==> config.mk <==
export PLATFORM = sky130hd
export DESIGN_NAME = l2_fwd_stall_ctrl
export DESIGN_NICKNAME = d
export VERILOG_FILES = /design/src/rtl/l2_fwd_stall_ctrl.sv
export SDC_FILE = /design/constraint.sdc
export NUM_CORES = 1
export LEC_CHECK = 0
export ABC_AREA = 1
export CELL_PAD_IN_SITES_DETAIL_PLACEMENT = 0
export CELL_PAD_IN_SITES_GLOBAL_PLACEMENT = 1
export CORE_MARGIN = 5
export CORE_UTILIZATION = 29
export CTS_BUF_LIST = sky130_fd_sc_hd__clkbuf_4 sky130_fd_sc_hd__clkbuf_8
export CTS_CLUSTER_SIZE = 16
export DETAILED_ROUTE_END_ITERATION = 10
export GPL_TIMING_DRIVEN = 0
export PLACE_DENSITY_LB_ADDON = 0.1
export SLEW_MARGIN = 20
export SYNTH_ARGS = -nofsm -noshare
export SYNTH_HDL_FRONTEND = slang
export SYNTH_SLANG_ARGS = --single-unit
==> constraint.sdc <==
create_clock -name clk -period 1.28 [get_ports clk]
set_clock_uncertainty 0.05 [all_clocks]
set_input_delay 0.256 -clock clk [delete_from_list [all_inputs] [get_ports clk]]
set_output_delay 0.256 -clock clk [all_outputs]
set_load 0.01 [all_outputs]
==> src/rtl/l2_fwd_stall_ctrl.sv <==
// rtl/l2_fwd_stall_ctrl.sv - L2 forward stall/replay controller and set-conflict flag
// Optional macro L2_FWD_STALL_STATS_EN adds stall_events / max_stall_cycles counters.
module l2_fwd_stall_ctrl #(
  parameter int N_REQS         = 4,
  parameter int REQS_BITS      = 2,
  parameter int LINE_ADDR_BITS = 28,
  parameter int MSG_BITS       = 3,
  parameter int REQ_ID_BITS    = 4
) (
  input  logic                      clk,
  input  logic                      rst,
  input  logic                      fwd_in_valid,
  output logic                      fwd_in_ready,
  input  logic [MSG_BITS-1:0]       fwd_in_coh_msg,
  input  logic [LINE_ADDR_BITS-1:0] fwd_in_addr,
  input  logic [REQ_ID_BITS-1:0]    fwd_in_req_id,
  input  logic                      set_fwd_stall,
  input  logic                      clr_fwd_stall,
  input  logic                      set_fwd_stall_i,
  input  logic [REQS_BITS-1:0]      fwd_stall_i_wr_data,
  input  logic                      set_set_conflict,
  input  logic                      clr_set_conflict,
  input  logic                      req_done_valid,
  input  logic [REQS_BITS-1:0]      req_done_i,
  output logic                      fwd_stall,
  output logic [REQS_BITS-1:0]      fwd_stall_i,
  output logic                      set_conflict,
  output logic                      replay_valid,
  input  logic                      replay_ready,
  output logic [MSG_BITS-1:0]       replay_coh_msg,
  output logic [LINE_ADDR_BITS-1:0] replay_addr,
  output logic [REQ_ID_BITS-1:0]    replay_req_id
`ifdef L2_FWD_STALL_STATS_EN
  ,
  output logic [15:0]               stall_events,
  output logic [15:0]               max_stall_cycles
`endif
);

  typedef enum logic [1:0] {
    IDLE   = 2'd0,
    STALL  = 2'd1,
    REPLAY = 2'd2
  } state_t;

  state_t                   state, next_state;
  logic                     capture;
  logic                     stall_set;
  logic                     stall_clr;
  logic [REQS_BITS-1:0]     wake_idx;
  logic                     wake_now;

  // Index written this cycle takes effect for the wake-up compare so a
  // retire arriving together with the stall verdict is never lost.
  assign wake_idx = set_fwd_stall_i ? fwd_stall_i_wr_data : fwd_stall_i;
  assign wake_now = req_done_valid && (req_done_i == wake_idx);

  always_comb begin
    next_state = state;
    capture    = 1'b0;
    stall_set  = 1'b0;
    stall_clr  = 1'b0;
    case (state)
      IDLE: begin
        if (clr_fwd_stall) begin
          stall_clr = 1'b1;
        end else if (fwd_in_valid && set_fwd_stall) begin
          capture    = 1'b1;
          stall_set  = 1'b1;
          next_state = wake_now ? REPLAY : STALL;
        end
      end
      STALL: begin
        if (req_done_valid && (req_done_i == fwd_stall_i))
          next_state = REPLAY;
      end
      REPLAY: begin
        if (replay_ready) begin
          if (set_fwd_stall && !clr_fwd_stall) begin
            next_state = wake_now ? REPLAY : STALL;
          end else begin
            next_state = IDLE;
            stall_clr  = 1'b1;
          end
        end
      end
      default: next_state = IDLE;
    endcase
  end

  always_ff @(posedge clk or posedge rst) begin
    if (rst) begin
      state          <= IDLE;
      fwd_stall      <= 1'b0;
      fwd_stall_i    <= '0;
      set_conflict   <= 1'b0;
      replay_coh_msg <= '0;
      replay_addr    <= '0;
      replay_req_id  <= '0;
    end else begin
      state <= next_state;
      if (stall_set)
        fwd_stall <= 1'b1;
      else if (stall_clr)
        fwd_stall <= 1'b0;
      if (set_fwd_stall_i)
        fwd_stall_i <= fwd_stall_i_wr_data;
      if (set_set_conflict)
        set_conflict <= 1'b1;
      else if (clr_set_conflict)
        set_conflict <= 1'b0;
      if (capture) begin
        replay_coh_msg <= fwd_in_coh_msg;
        replay_addr    <= fwd_in_addr;
        replay_req_id  <= fwd_in_req_id;
      end
    end
  end

  assign fwd_in_ready = (state == IDLE);
  assign replay_valid = (state == REPLAY);

`ifdef L2_FWD_STALL_STATS_EN
  logic [15:0] run_cnt;
  logic [15:0] run_next;
  logic        enter_stall;
  logic        leave_stall;

  assign enter_stall = (next_state == STALL) && (state != STALL);
  assign leave_stall = (state == STALL) && (next_state != STALL);
  // run_next already includes the current STALL cycle.
  assign run_next    = (run_cnt == 16'hFFFF) ? run_cnt : run_cnt + 16'd1;

  always_ff @(posedge clk or posedge rst) begin
    if (rst) begin
      stall_events     <= '0;
      max_stall_cycles <= '0;
      run_cnt          <= '0;
    end else begin
      if (enter_stall && (stall_events != 16'hFFFF))
        stall_events <= stall_events + 16'd1;
      if (state == STALL) begin
        if (leave_stall) begin
          run_cnt <= '0;
          if (run_next > max_stall_cycles)
            max_stall_cycles <= run_next;
        end else begin
          run_cnt <= run_next;
        end
      end
    end
  end
`endif

  logic unused_ok;
  assign unused_ok = (N_REQS > 0);

endmodule

==> summary.txt <==
Timing
  – Final-report max-slew violation count: 0
  – Crit path setup slack, layout: -0.122 ns
  – Worst relative slew slack: 80.5%
  – Max Clock Freq: 713 MHz
  – Worst slew pin tran: 0.292 ns
  – Final hold vios: 0
  – Final setup violation count: 37
  – Final period util: 110%
  – Period minus WS final: 1.40 ns
  – RSZ-0062 raised after global routing: true

Synthesis
  – Ys Warns: 0
  – Number of synthesized register bits: 41
  – Asr flop ratio synth: 100%
  – Mean Syn Cell Area: 13.5 sq um
  – Largest area contributor in the netlist: dfrtp_1
  – Cell Area, Synth: 1880 sq um
  – Synth unique cells: 18
  – Post-synth top cells: dfrtp_1 (41), mux2_4 (29), nand2_1 (22), inv_1 (13)
  – Top_reg_cell synth: dfrtp_1
  – Post-synth EDFFs: 0
  – Sequential element share of the synthesized area: 54.6%
  – Mapped Nets: 188
  – Post-synth top area share: 54.6%
  – Most common cell in the synthesized netlist: dfrtp_1
  – Cells after synthesis: 139
  – Dominant cells by area after synthesis: dfrtp_1 (55%), mux2_4 (23%), nand2_1 (4.4%)

Detailed routing
  – Routed wire length per instance: 14.6 microns
  – Drt initial violations: 19
  – DRC Markers: 0
  – Routed wire length: 4.80 mm
  – Final ANT Viol Nets: 0
  – Via Count: 1396
  – First-pass detailed-route iteration total: 4
  – Via count normalized by instance count: 4.26

CTS
  – H-tree Lvls: 2
  – Root buf cell: clkbuf_8
  – Worst skew pair latency: 0.28 ns
  – Clk sinks: 41
  – Reg clk slew, reported paths: 0.08 ns
  – CTS Hold Bufs: 0
  – CTS Buf Count: 5
  – CTS tree: done
  – Clock tree buffer depth: 2

Power and ir drop
  – Pwr Total: 6.32 mW
  – Worst VDD drop: 0.912 mV
  – Lkg Pwr: 1.58 nW
  – Power per cell area: 2000 nW/um^2

Critical path
  – Crit start category: input port
  – Worst R2R Path Depth: 6
  – CP Class: in2reg
  – R2r startpoint: state[0]$_DFFE_PP0P_
  – Cell breakdown of the critical path: clkdlybuf4s50_1 -> nor2_8 -> nand2_8 -> buf_4 -> mux2_2
  – CP Max Fanout: 7
  – Worst EP arrival: 1.52 ns
  – RR Endpoint: replay_addr[26]$_DFFE_PP0P_
  – CP Capture Type: flip-flop
  – CP peak stage delay: 0.59 ns
  – Flop2flop setup slack: -0.11 ns
  – Critical path required time: 1.40 ns
  – Critical-path top delay cell: clkdlybuf4s50_1

Floorplanning
  – IO Pins: 90
  – Die Area: 8190 sq um
  – Die W: 90.5 microns
  – Core area: 6310 sq um
  – Die height: 90.5 microns
  – Starting Density: 29.8%
  – Std cell rows: 29

Outcome
  – Status: complete, but fails checks
  – Failing checks: setup timing

Min path
  – HP Class: in2async

Finish
  – Area grow syn2layout: 68.1%
  – Antenna cell count: 0
  – Fill cell count: 576
  – Fin area: 3160 sq um
  – Layout cells sized above 1: 29.5%
  – Final nets: 299

Global route
  – Largest net degree at the start of global routing: 31
  – Vias in the first global route: 1569
  – First-pass GRT wire length: 7.79 mm
  – Initial antenna violation count: 0
  – Total GRT Usage: 11.8%
  – Gr ovfl total: 0

Job
  – Maxcap violations: 0

Placement
  – Post-Place Cell Area: 2890 sq um
  – HPWL after DPL: 3.61 mm
  – Port Buffers: 89
  – Routability cong.: 0.818
[cell usage in the layout, fill, tap and decap left out, types with 5 or more instances in the layout]
master           Yosys  layout
clkbuf_8             0       6
clkdlybuf4s15_1      0      37
inv_1               13      12
buf_4                0      11
clkdlybuf4s50_1      0      46
nor2_1               6       5
dfrtp_1             41      41
nand2_1             22      22
mux2_4              29      33
[repair_timing]
item,CTS,global route
setup endpoints to repair,70,63
cloned,2,0
setup buffers,8,4
resized for setup,66,33
pin swaps,4,2
[flip-flops by register name, summed over array words and instances, names as in the netlist]
register,count
replay_coh_msg,3
state,2
set_conflict,1
fwd_stall,1
replay_addr,28
fwd_stall_i,2
replay_req_id,4
[power breakdown]
group | switching [mW] | internal [mW]
combinational | 1.12 | 1.88
clock | 0.441 | 0.634
sequential | 0.347 | 1.90
total | 1.91 | 4.42
[routing by layer]
layer  vias to the layer above  track usage (%)  routed length [microns]
met5                         -                0                        0
met4                         0             3.85                       40
met3                         4             3.42                      220
met2                        41             20.5                     2530
met1                       679             14.0                     2010
li1                        672                -                        -
[worst max path at each step]
stage,start,endpoint,slack [ns],depth (start not counted)
2_1_floorplan,state[0]$_DFFE_PP0P_,replay_addr[0]$_DFFE_PP0P_,-0.01,6
3_3_place_gp,rst,fwd_stall_i[1]$_DFF_PP0_,-0.85,2
3_5_place_dp,set_fwd_stall,replay_addr[14]$_DFFE_PP0P_,-0.46,6
4_1_cts,state[0]$_DFFE_PP0P_,replay_addr[13]$_DFFE_PP0P_,-0.21,6
5_1_grt,state[0]$_DFFE_PP0P_,replay_addr[26]$_DFFE_PP0P_,-0.16,6
6_report,clr_fwd_stall,replay_addr[6]$_DFFE_PP0P_,-0.12,5
[critical path, delay by kind of cell]
| family | cells | cell delay [ns] |
|---|---|---|
| AND/OR/NAND/NOR | 2 | 0.20 |
| multiplexers | 1 | 0.33 |
| buffers and inverters | 2 | 0.73 |
[area by class of cell]
| type | count | area (sq um) | share of cell area [%] |
|---|---|---|---|
| plain buffers | 3 | 60.1 | 1.90 |
| clock buffers | 6 | 82.6 | 2.61 |
| flip-flops and latches | 41 | 1030 | 32.5 |
| well taps | 77 | 96.3 | 3.05 |
| clock inverters | 2 | 37.5 | 1.19 |
| repair buffers | 104 | 1040 | 33.0 |
| multi-input cells | 79 | 748 | 23.7 |
| inverters | 16 | 65.1 | 2.06 |
[logic make-up (layout without fill, tap and decap cells)]
family                 count (synthesis)  after routing  synth area share [%]
muxes                                 35             35                  26.8
AOI/OAI and AO/OA                      8              8                  2.40
buffers and inverters                 19            131                  6.53
and+or+nand+nor                       36             36                  9.72
DFF                                   41             41                  54.6
[through the flow]
stage | TNS [ns] | setup WS (ns) | cells | hold slack (ns) | util [%]
CTS | -4.26 | -0.205 | 324 | 0.172 | 49.2
floorplan | -0.398 | -0.0145 | 139 | 0.302 | -
finish | -3.52 | -0.122 | 328 | 0.176 | 50.0
detailed placement | -15.78 | -0.455 | 306 | 0.446 | 45.8
global route | -5.34 | -0.158 | 328 | 0.192 | 50.0
global placement | -49.58 | -0.853 | 305 | 0.440 | 45.4
(Power assumes the default switching activity.)
